[src/rtl/shot_link_pkg.sv]
// Shared types and constants for the shot_link turn/message sequencer.
package shot_link_pkg;

  typedef enum logic [3:0] {
    ST_SETUP,
    ST_SEND_RDY,
    ST_WAIT_RDY,
    ST_MY_TURN,
    ST_SEND_SHOT,
    ST_WAIT_REPLY,
    ST_APPLY,
    ST_PEER_TURN,
    ST_PRESENT,
    ST_SAMPLE,
    ST_SEND_REPLY,
    ST_DONE
  } state_e;

  localparam logic [7:0] READY_BYTE = 8'hF0;
  localparam logic [3:0] REPLY_TAG  = 4'hA;

  localparam logic [1:0] MSG_MISS   = 2'b11;
  localparam logic [1:0] MSG_HIT    = 2'b10;
  localparam logic [1:0] MSG_REPEAT = 2'b00;

  // Board coordinate: both BCD-style nibbles must be 0..9.
  function automatic logic is_coord(input logic [7:0] b);
    return (b[7:4] <= 4'd9) && (b[3:0] <= 4'd9);
  endfunction

  // Reply byte: 0xA0..0xA3.
  function automatic logic is_reply(input logic [7:0] b);
    return (b[7:4] == REPLY_TAG) && (b[3:2] == 2'b00);
  endfunction

  // 4-bit counter increment that stops at lim.
  function automatic logic [3:0] sat_inc(input logic [3:0] v, input logic [3:0] lim);
    return (v < lim) ? v + 4'd1 : v;
  endfunction

endpackage

[src/rtl/shot_link_tx_arb.sv]
// link_tx_arb: one-entry transmit request register in front of the UART.
// A request is held until the transmitter is idle, then issued as a
// single-cycle tx_start; done pulses in that same cycle.
module link_tx_arb
  import shot_link_pkg::*;
(
  input  logic       clk,
  input  logic       rst,
  input  logic       req,
  input  logic [7:0] req_data,
  input  logic       tx_busy,
  output logic       tx_start,
  output logic [7:0] tx_data,
  output logic       done
);

  logic       pend_q, pend_d;
  logic [7:0] pend_data_q, pend_data_d;
  logic       tx_start_q, tx_start_d;
  logic [7:0] tx_data_q, tx_data_d;
  logic       have;
  logic [7:0] next_byte;

  // Merge a fresh request with the parked one and decide whether to launch.
  always_comb begin
    // NOTE: every _d gets its default first, so no path can infer a latch.
    pend_d      = pend_q;
    pend_data_d = pend_data_q;
    tx_start_d  = 1'b0;
    tx_data_d   = tx_data_q;
    have        = pend_q || req;
    next_byte   = req ? req_data : pend_data_q;
    if (have) begin
      pend_data_d = next_byte;
      if (!tx_busy) begin
        tx_start_d = 1'b1;
        tx_data_d  = next_byte;
        pend_d     = 1'b0;
      end else begin
        pend_d = 1'b1;
      end
    end
  end

  // Request register and registered UART strobe; reset drops any pending send.
  always_ff @(posedge clk) begin
    // NOTE: sequential state uses non-blocking assignments only, so every flop samples pre-edge values.
    if (rst) begin
      pend_q      <= 1'b0;
      pend_data_q <= '0;
      tx_start_q  <= 1'b0;
      tx_data_q   <= '0;
    end else begin
      pend_q      <= pend_d;
      pend_data_q <= pend_data_d;
      tx_start_q  <= tx_start_d;
      tx_data_q   <= tx_data_d;
    end
  end

  assign tx_start = tx_start_q;
  assign tx_data  = tx_data_q;
  assign done     = tx_start_q;

endmodule

[src/rtl/shot_link.sv]
// shot_link: turn and message sequencer between the UART byte link and
// game_board. Optional feature macro: SHOT_TIMEOUT_EN (resend the shot when
// no reply arrives within TIMEOUT_CYCLES; retries are unlimited).
module shot_link
  import shot_link_pkg::*;
#(
  parameter int FIRST_MOVE     = 1,
  parameter int HITS_TO_WIN    = 11,
  parameter int TIMEOUT_CYCLES = 65_000_000
) (
  input  logic       clk,
  input  logic       rst,
  input  logic       frame_tick,
  input  logic [3:0] ship_count,
  input  logic       fire,
  input  logic [7:0] mouse_pos,
  input  logic [1:0] msg_out,
  input  logic [7:0] rx_data,
  input  logic       rx_valid,
  input  logic       tx_busy,
  output logic [7:0] tx_data,
  output logic       tx_start,
  output logic [7:0] check_in,
  output logic       addres_recieved,
  output logic [1:0] msg_in,
  output logic       pick_place,
  output logic [7:0] shot_pos,
  output logic       won,
  output logic       lost
);

  localparam logic [3:0] WIN_CNT = 4'(HITS_TO_WIN);

  state_e     state_q, state_d;
  logic       rdy_seen_q, rdy_seen_d;
  logic       issued_q, issued_d;
  logic [7:0] shot_pos_q, shot_pos_d;
  logic [7:0] check_in_q, check_in_d;
  logic       addr_q, addr_d;
  logic [1:0] msg_in_q, msg_in_d;
  logic [1:0] verdict_q, verdict_d;
  logic       pick_place_q, pick_place_d;
  logic       won_q, won_d;
  logic       lost_q, lost_d;
  logic [3:0] hit_q, hit_d;
  logic [3:0] loss_q, loss_d;

  logic       tx_req;
  logic [7:0] tx_req_data;
  logic       tx_done;
  logic       rx_ready;

`ifdef SHOT_TIMEOUT_EN
  localparam logic [31:0] TO_LAST = 32'(TIMEOUT_CYCLES - 1);
  logic [31:0] to_cnt_q, to_cnt_d;
`endif

  assign rx_ready = rx_valid && (rx_data == READY_BYTE);

  // Next-state, board strobes and tx requests for the game sequencer.
  always_comb begin
    state_d     = state_q;
    rdy_seen_d  = rdy_seen_q;
    shot_pos_d  = shot_pos_q;
    check_in_d  = check_in_q;
    addr_d      = addr_q;
    msg_in_d    = msg_in_q;
    verdict_d   = verdict_q;
    won_d       = won_q;
    lost_d      = lost_q;
    hit_d       = hit_q;
    loss_d      = loss_q;
    tx_req      = 1'b0;
    tx_req_data = READY_BYTE;

    case (state_q)
      ST_SETUP: begin
        if (rx_ready) rdy_seen_d = 1'b1;
        if (ship_count >= 4'd10) state_d = ST_SEND_RDY;
      end
      ST_SEND_RDY: begin
        if (rx_ready) rdy_seen_d = 1'b1;
        tx_req      = !issued_q;
        tx_req_data = READY_BYTE;
        if (tx_done) state_d = ST_WAIT_RDY;
      end
      ST_WAIT_RDY: begin
        if (rdy_seen_q || rx_ready) begin
          rdy_seen_d = 1'b0;
          state_d    = (FIRST_MOVE != 0) ? ST_MY_TURN : ST_PEER_TURN;
        end
      end
      ST_MY_TURN: begin
        if (fire && is_coord(mouse_pos)) begin
          shot_pos_d = mouse_pos;
          state_d    = ST_SEND_SHOT;
        end
      end
      ST_SEND_SHOT: begin
        tx_req      = !issued_q;
        tx_req_data = shot_pos_q;
        if (tx_done) state_d = ST_WAIT_REPLY;
      end
      ST_WAIT_REPLY: begin
        if (rx_valid && is_reply(rx_data)) begin
          msg_in_d = rx_data[1:0];
          state_d  = ST_APPLY;
        end
`ifdef SHOT_TIMEOUT_EN
        else if (to_cnt_q == TO_LAST) begin
          state_d = ST_SEND_SHOT;
        end
`endif
      end
      ST_APPLY: begin
        // The board reads msg_in on the tick pixel; it clears one cycle later.
        if (frame_tick) begin
          msg_in_d = 2'b00;
          state_d  = ST_PEER_TURN;
          if (msg_in_q == MSG_HIT) begin
            hit_d = sat_inc(hit_q, WIN_CNT);
            if (sat_inc(hit_q, WIN_CNT) == WIN_CNT) begin
              won_d   = 1'b1;
              state_d = ST_DONE;
            end
          end
        end
      end
      ST_PEER_TURN: begin
        if (rx_valid && is_coord(rx_data)) begin
          check_in_d = rx_data;
          addr_d     = 1'b1;
          state_d    = ST_PRESENT;
        end
      end
      ST_PRESENT: begin
        if (frame_tick) state_d = ST_SAMPLE;
      end
      ST_SAMPLE: begin
        // The board's verdict is valid the cycle after the tick; send it at once.
        verdict_d   = msg_out;
        addr_d      = 1'b0;
        tx_req      = 1'b1;
        tx_req_data = {REPLY_TAG, 2'b00, msg_out};
        state_d     = ST_SEND_REPLY;
      end
      ST_SEND_REPLY: begin
        if (tx_done) begin
          state_d = ST_MY_TURN;
          if (verdict_q == MSG_HIT) begin
            loss_d = sat_inc(loss_q, WIN_CNT);
            if (sat_inc(loss_q, WIN_CNT) == WIN_CNT) begin
              lost_d  = 1'b1;
              state_d = ST_DONE;
            end
          end
        end
      end
      ST_DONE: begin
        state_d = ST_DONE;
      end
      default: begin
        state_d = ST_SETUP;
      end
    endcase

    // One request per visit to a send state; re-armed by leaving the state.
    issued_d     = (state_d == state_q) && (issued_q || tx_req);
    pick_place_d = state_d inside {ST_MY_TURN, ST_SEND_SHOT, ST_WAIT_REPLY, ST_APPLY};

`ifdef SHOT_TIMEOUT_EN
    to_cnt_d = (state_q == ST_WAIT_REPLY && state_d == ST_WAIT_REPLY) ? to_cnt_q + 32'd1 : 32'd0;
`endif
  end

  // FSM state, counters and registered board-facing outputs.
  always_ff @(posedge clk) begin
    if (rst) begin
      state_q      <= ST_SETUP;
      rdy_seen_q   <= 1'b0;
      issued_q     <= 1'b0;
      shot_pos_q   <= '0;
      check_in_q   <= '0;
      addr_q       <= 1'b0;
      msg_in_q     <= 2'b00;
      verdict_q    <= 2'b00;
      pick_place_q <= 1'b0;
      won_q        <= 1'b0;
      lost_q       <= 1'b0;
      hit_q        <= '0;
      loss_q       <= '0;
`ifdef SHOT_TIMEOUT_EN
      to_cnt_q     <= '0;
`endif
    end else begin
      state_q      <= state_d;
      rdy_seen_q   <= rdy_seen_d;
      issued_q     <= issued_d;
      shot_pos_q   <= shot_pos_d;
      check_in_q   <= check_in_d;
      addr_q       <= addr_d;
      msg_in_q     <= msg_in_d;
      verdict_q    <= verdict_d;
      pick_place_q <= pick_place_d;
      won_q        <= won_d;
      lost_q       <= lost_d;
      hit_q        <= hit_d;
      loss_q       <= loss_d;
`ifdef SHOT_TIMEOUT_EN
      to_cnt_q     <= to_cnt_d;
`endif
    end
  end

  link_tx_arb u_tx_arb (
    .clk      (clk),
    .rst      (rst),
    .req      (tx_req),
    .req_data (tx_req_data),
    .tx_busy  (tx_busy),
    .tx_start (tx_start),
    .tx_data  (tx_data),
    .done     (tx_done)
  );

  assign check_in        = check_in_q;
  assign addres_recieved = addr_q;
  assign msg_in          = msg_in_q;
  assign pick_place      = pick_place_q;
  assign shot_pos        = shot_pos_q;
  assign won             = won_q;
  assign lost            = lost_q;

endmodule

[config.mk]
export PLATFORM = sky130hd
export DESIGN_NAME = shot_link
export DESIGN_NICKNAME = d
export VERILOG_FILES = /design/src/rtl/shot_link_pkg.sv /design/src/rtl/shot_link_tx_arb.sv /design/src/rtl/shot_link.sv
export SDC_FILE = /design/constraint.sdc
export NUM_CORES = 1
export LEC_CHECK = 0
export ABC_AREA = 1
export BUFFER_PORTS_ARGS = -buffer_cell sky130_fd_sc_hd__buf_2
export CORE_MARGIN = 4
export CORE_UTILIZATION = 38
export CTS_CLUSTER_SIZE = 25
export DETAILED_ROUTE_END_ITERATION = 8
export PLACE_DENSITY = 0.61
export SKIP_LAST_GASP = 1
export SLEW_MARGIN = 20
export SYNTH_ARGS = -nofsm -noshare
export SYNTH_HDL_FRONTEND = slang
export SYNTH_HIERARCHICAL = 1
export SYNTH_SLANG_ARGS = --single-unit
[constraint.sdc]
create_clock -name clk -period 3.7 [get_ports clk]
set_input_delay 0.185 -clock clk [delete_from_list [all_inputs] [get_ports clk]]
set_output_delay 0.185 -clock clk [all_outputs]
set_load 0.02 [all_outputs]
# After elaboration in Yosys (flattened, before gate mapping)
# Index checks and enable logic that the tools add are counted.
# totals
reg_bits	56
elab_cells	116
# classes
add_sub_neg	2
n_lt_le_gt_ge	7
n_eq_ne	27
n_mux	30
bitwise_logic	2
n_reduce_logical	31
# op_table
operator	n
two-way mux 4 bit	16
case mux 4 bit (12 select lines)	1
== test 4 x 3 -> 1 bit, second input constant	7
== test 4 bit, second input constant	7
less-or-equal comparator 4 bit, second input constant	4
case mux 8 bit (2 select lines)	1
== test 4 x 2 -> 1 bit, second input constant	3
AND reduction 3 bit	4
adder 4 x 1 -> 4 bit, second input constant	2
== test 8 bit, second input constant	1
logical AND 1 bit	8
< comparator 4 bit, second input constant	2
two-way mux 8 bit	1
!= test 2 bit, second input constant	4
AND reduction 2 bit	4
AND reduction 4 bit	2
case mux 1 bit (2 select lines)	3
nonzero test 2 bit	3
OR reduction 2 bit	3
two-way mux 1 bit	5
== test 2 bit, second input constant	2
== test 4 x 1 -> 1 bit, second input constant	1
== test 4 bit	1
greater-or-equal comparator 4 bit, second input constant	1
other kinds (9)	13

# Longest topological paths before layout
# Gate-level depths: netlist (run 1).
# logic_depth
ltp_word	9
mapped_depth	14
depth_no_buf	14

# Cells and area by module
# The synthesis (run 1) kept the hierarchy.
# by_module_without_submodules
module	instances	cells_per_inst	area_per_inst_um2	seq_area_each_um2
shot_link	1	336	2130.8	760.7
link_tx_arb	1	109	775.7	360.3

# Least setup slack after synthesis (run 1)
# Ideal clock, no wire load.
# synth_timing
path_type	register to register
start	register state_q[0]
end	register u_tx_arb.tx_data_q[5], in the netlist u_tx_arb/tx_data[5]
arrival_ns	1.521
t_required_ns	3.586
slack_ns	2.065
stages_incl_launch_ff	14
period_less_slack_ns	1.635
path_cell_list	dfxtp_1 buf_4 nor2_2 nand2_2 clkinv_2 nor2_1 o21ai_2 buf_6 nor2_8 nor2_8 buf_8 nand2_2 nand2_1 nor2_2
# synth_between
elab_chain_len	5
# synth_lines
element	line	source
start: declaration	shot_link.sv:34	state_e state_q, state_d;
start signal: assignment	shot_link.sv:196	state_q <= state_d;
== test 4 x 3 -> 1 bit / == test 4 x 1 -> 1 bit (equally long branches)	shot_link.sv:76	case (state_q)
OR reduction 2 bit (no line)	-	
case mux 1 bit (2 select lines) (*)	shot_link.sv:76	
via tx_req	shot_link.sv:48	logic tx_req;
logical OR 1 bit	shot_link_tx_arb.sv:31	have = pend_q || req;
AND reduction 2 bit (no line)	-	
end signal: assignment	shot_link_tx_arb.sv:57	tx_data_q <= tx_data_d;
end: declaration	shot_link_tx_arb.sv:20	logic [7:0] tx_data_q, tx_data_d;
# Mark *: on every way through the listed nets, which the timed path passes. The rest lies on a longest branch.
# A chain may end at the register's enable or synchronous reset.

# Worst setup path in the final report (run 1)
# layout_timing
start	register state_q[0]
end	register u_tx_arb.tx_data_q[0], in the netlist u_tx_arb/tx_data[0]
# Same word-level chain as after synthesis.

==> impl_metrics.sql, run 1 <==
INSERT INTO impl_metrics (metric_group, metric, value, unit) VALUES
('clocking', 'htreeDepth', '2', ''),
('finish', 'final_cells', '599', ''),
('finish', 'nNetsFinal', '529', ''),
('sta', 'rsz0062_at_grt', 'false', ''),
('synthesis', 'ys_seq_area_frac', '0.3857', ''),
('power', 'power_leakage', '1.612', 'nW'),
('clocking', 'ctsHoldBuffers', '0', ''),
('drt', 'vias', '2693', ''),
('power', 'pwr_density_cell', '342.6', 'mW/mm2'),
('clocking', 'cts_tree', 'done', ''),
('setup_path', 'kind_of_start_point_of_the_critical_path', 'register', ''),
('floorplan', 'coreArea', '0.007331', 'mm2'),
('floorplan', 'placement_rows', '31', ''),
('synthesis', 'post_synth_fa_ha_maj_area_fraction', '0.008610', ''),
('synthesis', 'async_reset_ff_frac', '0', ''),
('grt', 'globalRouteTotalUtil', '0.1562', ''),
('synthesis', 'main_combinational_cell_family_by_area_after_synthesis', 'simple AND/OR/NAND/NOR gates', ''),
('synthesis', 'synthesis.nets', '475', ''),
('synthesis', 'post_synth_main_area_contributors', 'sky130_fd_sc_hd__dfxtp_1, sky130_fd_sc_hd__nand2_1, sky130_fd_sc_hd__nor2_1', ''),
('grt', 'grt_antenna_before_repair', '0', ''),
('outcome', 'result_of_the_run', 'complete, no violations', ''),
('setup_path', 'cpMaxStageDelayCell', 'sky130_fd_sc_hd__dfxtp_1', ''),
('setup_path', 'critical_path_arrival', '2.59', 'ns'),
('synthesis', 'synth_cell_types', '28', ''),
('drt', 'detail_route.first_pass.iterations', '4', ''),
('setup_path', 'max_stage_delay', '0.62', 'ns'),
('sta', 'final.hold.worst_slack', '0.1251', 'ns'),
('clocking', 'cts.path.max_buffers', '2', ''),
('synthesis', 'yosys_register_bits', '56', ''),
('finish', 'insertedDiodeCount', '0', ''),
('synthesis', 'synth_edf_count', '0', ''),
('setup_path', 'path_class', 'reg -> reg', ''),
('synthesis', 'synth-compound-area-share', '0.09772', ''),
('synthesis', 'synth-xor-area-share', '0', ''),
('floorplan', 'floorplan.die_area', '0.009112', 'mm2'),
('clocking', 'clk_pin_slew', '0.11', 'ns'),
('floorplan', 'floorplan.initialDensity', '0.3965', ''),
('job', 'timing.max_cap.violations', '0', ''),
('synthesis', 'ys.warnings.count', '6', ''),
('sta', 'layout_min_cycle_time', '2.329', 'ns'),
('synthesis', 'post_synth.cell_area_avg', '6.532', 'um2'),
('synthesis', 'netlist.area_leader.share', '0.3857', ''),
('hold_path', 'worst_hold_check_path_type', 'in -> reg', ''),
('clocking', 'worst_skew_pair.late_latency', '0.31', 'ns'),
('clocking', 'numCtsBuffers', '5', ''),
('synthesis', 'synth_mux_area_frac', '0', ''),
('sta', 'fmax', '429.4', 'MHz'),
('drt', 'drcViolationCount', '0', ''),
('finish', 'drive_gt1_frac', '0.2100', ''),
('setup_path', 'worst-endpoint-required', '3.96', 'ns'),
('place', 'dp_cells', '591', ''),
('clocking', 'cts_post_setup_buffers_inserted', '0', ''),
('finish', 'num-fill-cells', '808', ''),
('grt', 'globalRoute.totalOverflow', '0', ''),
('drt', 'antenna_left', '0', ''),
('floorplan', 'die_height', '95.46', 'um'),
('place', 'postPlaceCellArea', '0.003241', 'mm2'),
('place', 'globalplace.congestion', '0.8780', ''),
('drt', 'drt-initial-drc-count', '86', ''),
('drt', 'routedWlPerCell', '11.00', 'um'),
('setup_path', 'timing.critical_path.mode_cell', 'sky130_fd_sc_hd__nand2_1', ''),
('floorplan', 'dieWidth', '95.46', 'um'),
('grt', 'grt_max_degree', '27', ''),
('floorplan', 'top_level_ports', '59', ''),
('place', 'number_of_port_buffers', '57', ''),
('clocking', 'cts.sinks', '56', ''),
('synthesis', 'synth_simple_gate_area_frac', '0.3999', ''),
('sta', 'final-hold-violation-count', '0', ''),
('finish', 'syn_to_final_growth', '14.72', '%'),
('clocking', 'clockRootBuffer', 'sky130_fd_sc_hd__clkbuf_8', ''),
('drt', 'via_per_inst', '4.496', '');
==> registers in the layout, indices dropped and copies added (netlist names), 2 cells and up <==
register and cells:
msg_in 2, hit_q 4, u_tx_arb/tx_data 8, u_tx_arb/pend_data_q 8, shot_pos 8, state_q 4
loss_q 4, verdict_q 2, check_in 8
==> where the power goes <==
part           internal (mW)  switching (mW)
clock network          0.139           0.215
registers              0.623          0.0119
logic                 0.0520           0.102
==> logic make-up (layout without fill, tap and decap cells) <==
kind of cell / count (synthesis) / count (layout)
and+or+nand+nor: 260 / 260
buffers and inverters: 73 / 128
DFF: 56 / 56
AOI/OAI and AO/OA: 54 / 54
adders and majority gates: 2 / 2
==> critical path: cells and delay by family, from the launching register on <==
kind	cells	cell delay, ns
simple gates	8	0.86
flops	1	0.62
compound gates	1	0.51
buf+inv	1	0.29
==> layout make-up <==
class                      count  area (um2)  area share
clock buffer                   5       68.82     0.02064
clock inverter                 3       25.02    0.007505
inverter                      63       239.0     0.07167
multi-input combinational    316        1471      0.4413
sequential                    56        1121      0.3362
tap                           99       123.9     0.03715
timing repair buffer          57       285.3     0.08555
==> final timing paths <==
path | slack, ns | end | startpoint | depth (start not counted)
setup / recovery | 1.37 | u_tx_arb/tx_data[0]$_SDFFE_PP0P_ | state_q[0]$_SDFF_PP0_ | 10
setup reg to reg | 1.37 | u_tx_arb/tx_data[0]$_SDFFE_PP0P_ | state_q[0]$_SDFF_PP0_ | 10
hold reg to reg | 0.46 | won$_SDFFE_PP0P_ | won$_SDFFE_PP0P_ | 2
hold / removal | 0.13 | shot_pos[4]$_SDFFE_PP0P_ | mouse_pos[4] | 3
==> cells in the final DEF, fill, tap and decap left out <==
master | netlist | routed
sky130_fd_sc_hd__nor3_1 | 3 | 3
sky130_fd_sc_hd__a21oi_1 | 19 | 19
sky130_fd_sc_hd__nor4_4 | 2 | 2
sky130_fd_sc_hd__nor2_2 | 10 | 10
sky130_fd_sc_hd__clkinv_1 | 1 | 1
sky130_fd_sc_hd__clkinv_2 | 2 | 2
sky130_fd_sc_hd__nand2_2 | 8 | 8
sky130_fd_sc_hd__or2_2 | 2 | 2
sky130_fd_sc_hd__nand3_1 | 19 | 19
sky130_fd_sc_hd__o21a_1 | 1 | 1
sky130_fd_sc_hd__o21ai_2 | 2 | 2
sky130_fd_sc_hd__dfxtp_1 | 56 | 56
sky130_fd_sc_hd__buf_2 | 0 | 57
sky130_fd_sc_hd__nor2_8 | 2 | 2
sky130_fd_sc_hd__clkbuf_8 | 0 | 5
sky130_fd_sc_hd__clkinvlp_4 | 0 | 1
sky130_fd_sc_hd__inv_2 | 7 | 7
sky130_fd_sc_hd__nor2_1 | 81 | 81
sky130_fd_sc_hd__inv_6 | 0 | 2
sky130_fd_sc_hd__ha_1 | 2 | 2
sky130_fd_sc_hd__o22ai_1 | 1 | 1
sky130_fd_sc_hd__nand2_1 | 127 | 127
sky130_fd_sc_hd__nand4_2 | 1 | 1
sky130_fd_sc_hd__o21ai_0 | 29 | 29
sky130_fd_sc_hd__inv_1 | 53 | 53
sky130_fd_sc_hd__nor2_4 | 4 | 4
sky130_fd_sc_hd__a31oi_1 | 2 | 2
sky130_fd_sc_hd__nand4_1 | 1 | 1
==> routing by layer <==
layer / vias up / share of wire / global-route usage
met5: - / 0 / 0
met3: 6 / 0.037 / 0.02999
met4: 0 / 0.012 / 0.04265
li1: 1486 / - / -
met1: 1167 / 0.48 / 0.2000
met2: 34 / 0.47 / 0.2676
==> per-stage QoR <==
stage,setup slack (ns),util
3_3_place_gp,1.457,0.4421
2_1_floorplan,2.065,-
3_5_place_dp,1.399,0.4421
5_1_grt,1.114,0.4549
6_report,1.371,0.4549
4_1_cts,1.371,0.4549
Note: power is estimated with default switching activity, not from simulation.
==> run 2: changes to the inputs <==
--- a/config.mk
+++ b/config.mk
@@ -11,7 +11,7 @@
 export CORE_UTILIZATION = 38
 export CTS_CLUSTER_SIZE = 25
 export DETAILED_ROUTE_END_ITERATION = 8
-export PLACE_DENSITY = 0.61
+export PLACE_DENSITY = 0.63
 export SKIP_LAST_GASP = 1
 export SLEW_MARGIN = 20
 export SYNTH_ARGS = -nofsm -noshare
==> constraint.sdc (replaced) <==
create_clock -name clk -period 2.1 [get_ports clk]
set_input_delay 0.105 -clock clk [delete_from_list [all_inputs] [get_ports clk]]
set_output_delay 0.105 -clock clk [all_outputs]
set_load 0.02 [all_outputs]
==> impl_metrics.sql, run 2 (synthesis results as in run 1) <==
INSERT INTO impl_metrics (metric_group, metric, value, unit) VALUES
('floorplan', 'coreArea', '0.007331', 'mm2'),
('finish', 'drive_gt1_frac', '0.2209', ''),
('sta', 'fmax', '541.6', 'MHz'),
('sta', 'slew-limit-headroom', '0.4982', ''),
('finish', 'layout.cells.most_common', 'sky130_fd_sc_hd__nand2_1', ''),
('hold_path', 'worst_hold_check_path_type', 'in -> reg', ''),
('sta', 'post-route-period-util', '0.8792', ''),
('setup_path', 'worst-endpoint-required', '2.32', 'ns'),
('sta', 'layout_min_cycle_time', '1.846', 'ns'),
('setup_path', 'critical_path_arrival', '2.06', 'ns'),
('place', 'globalplace.congestion', '0.9109', ''),
('drt', 'drcViolationCount', '0', ''),
('drt', 'via_per_inst', '4.508', ''),
('clocking', 'cts_post_setup_buffers_inserted', '0', ''),
('clocking', 'numCtsBuffers', '5', ''),
('setup_path', 'kind_of_start_point_of_the_critical_path', 'register', ''),
('floorplan', 'floorplan.initialDensity', '0.3965', ''),
('sta', 'rsz0062_at_grt', 'false', ''),
('floorplan', 'die_height', '95.46', 'um'),
('setup_path', 'critPathMaxFanout', '9', ''),
('clocking', 'cts_repair_resize_count', '0', ''),
('grt', 'first_global_vias', '2515', ''),
('sta', 'skew', '0.003664', 'ns'),
('clocking', 'cts_tree', 'done', ''),
('place', 'dpl.hpwl', '5248', 'um'),
('drt', 'detail_route.first_pass.iterations', '4', ''),
('power', 'pwr_density_cell', '597.9', 'mW/mm2'),
('drt', 'vias', '2732', ''),
('floorplan', 'dieWidth', '95.46', 'um'),
('job', 'timing.max_cap.violations', '0', ''),
('floorplan', 'floorplan.die_area', '0.009112', 'mm2'),
('sta', 'final-hold-violation-count', '0', ''),
('drt', 'routedWlPerCell', '11.06', 'um'),
('grt', 'grt_antenna_before_repair', '0', ''),
('clocking', 'clk_pin_slew', '0.11', 'ns'),
('clocking', 'clockRootBuffer', 'sky130_fd_sc_hd__clkbuf_8', ''),
('sta', 'final-setup-viol-count', '0', ''),
('grt', 'grt_max_degree', '27', ''),
('clocking', 'cts.path.max_buffers', '2', ''),
('finish', 'layout_common_cells', 'sky130_fd_sc_hd__nand2_1, sky130_fd_sc_hd__nor2_1, sky130_fd_sc_hd__buf_2, sky130_fd_sc_hd__dfxtp_1, sky130_fd_sc_hd__inv_1', ''),
('floorplan', 'placement_rows', '31', ''),
('finish', 'final_area', '0.003388', 'mm2'),
('power', 'power_leakage', '1.649', 'nW'),
('finish', 'syn_to_final_growth', '16.57', '%'),
('sta', 'final.hold.worst_slack', '0.04460', 'ns'),
('outcome', 'result_of_the_run', 'complete, no violations', ''),
('floorplan', 'top_level_ports', '59', ''),
('finish', 'nNetsFinal', '536', ''),
('place', 'number_of_port_buffers', '57', ''),
('setup_path', 'path_class', 'reg -> reg', ''),
('clocking', 'worst_skew_pair.late_latency', '0.31', 'ns'),
('grt', 'globalRouteTotalUtil', '0.1558', ''),
('drt', 'finalWirelength', '6703', 'um'),
('sta', 'worst_slew_pin_slew', '0.7518', 'ns'),
('clocking', 'htreeDepth', '2', ''),
('drt', 'drt-initial-drc-count', '68', ''),
('clocking', 'cts.sinks', '56', ''),
('sta', 'slew_viol_final', '0', ''),
('sta', 'fin_tns_setup', '0', 'ns'),
('drt', 'antenna_left', '0', ''),
('place', 'postPlaceCellArea', '0.003293', 'mm2'),
('clocking', 'ctsHoldBuffers', '0', ''),
('power', 'ir_drop', '0.2885', 'mV'),
('setup_path', 'cp-end-kind', 'register', ''),
('finish', 'insertedDiodeCount', '0', ''),
('grt', 'globalRoute.totalOverflow', '0', ''),
('power', 'finalPower', '2.026', 'mW'),
('grt', 'grt_first_pass_wirelength', '11260', 'um');
-- run 2: cell count changes in the layout (fill, tap and decap cells not counted), sizes merged --
| cell | previous run | this run |
|---|---|---|
| clkinvlp | 1 | 0 |
| clkinv | 3 | 4 |
| buf | 57 | 64 |
-- run 2: through the flow --
stage,setup WS [ns],util,instances
final,0.2537,0.4622,606
after global routing,0.05272,0.4622,606
after CTS,0.2574,0.4622,606
after detailed placement,0.2684,0.4492,598
after global placement,0.3109,0.4492,598
after floorplan,0.4651,-,445
-- run 2: cell type report --
cell class | count | area, um2
inverters | 63 | 239.0
multi-input cells | 316 | 1471
clock buffers | 5 | 68.82
flip-flops and latches | 56 | 1121
well taps | 99 | 123.9
fillers | 790 | 3943
repair buffers | 64 | 337.8
clock inverters | 3 | 26.28
-- run 2: per-layer routing --
layer / GRT usage / vias up / routed length [um]
met5: 0 / - / 0
met1: 0.1969 / 1195 / 3100
li1: - / 1488 / -
met2: 0.2630 / 47 / 3271
met4: 0.04858 / 0 / 39
met3: 0.03552 / 2 / 293
-- run 2: where the power goes --
part           switching, mW  internal [mW]
clock                  0.384          0.247
sequential            0.0162           1.10
combinational          0.183         0.0985
-- run 2: worst max-delay path, cell delays in order, from the launching register on --
cell                      delay [ns]
sky130_fd_sc_hd__dfxtp_1        0.38
sky130_fd_sc_hd__inv_2          0.11
sky130_fd_sc_hd__nand2_1        0.11
sky130_fd_sc_hd__nor2_1         0.21
sky130_fd_sc_hd__nor2_1         0.09
sky130_fd_sc_hd__o21ai_2        0.29
sky130_fd_sc_hd__buf_4          0.22
sky130_fd_sc_hd__nand2_1        0.07
sky130_fd_sc_hd__nand2_1        0.10
sky130_fd_sc_hd__nand2_2        0.05
sky130_fd_sc_hd__nand2_1        0.07
sky130_fd_sc_hd__nor2_2         0.04
-- run 2: final timing paths --
kind / from / to / slack, ns / cells past startpoint
max: state_q[3]$_SDFF_PP0_ / u_tx_arb/tx_data[6]$_SDFFE_PP0P_ / 0.25 / 11
min: mouse_pos[4] / shot_pos[4]$_SDFFE_PP0P_ / 0.04 / 3
max reg2reg: state_q[3]$_SDFF_PP0_ / u_tx_arb/tx_data[6]$_SDFFE_PP0P_ / 0.25 / 11
min reg2reg: won$_SDFFE_PP0P_ / won$_SDFFE_PP0P_ / 0.46 / 2
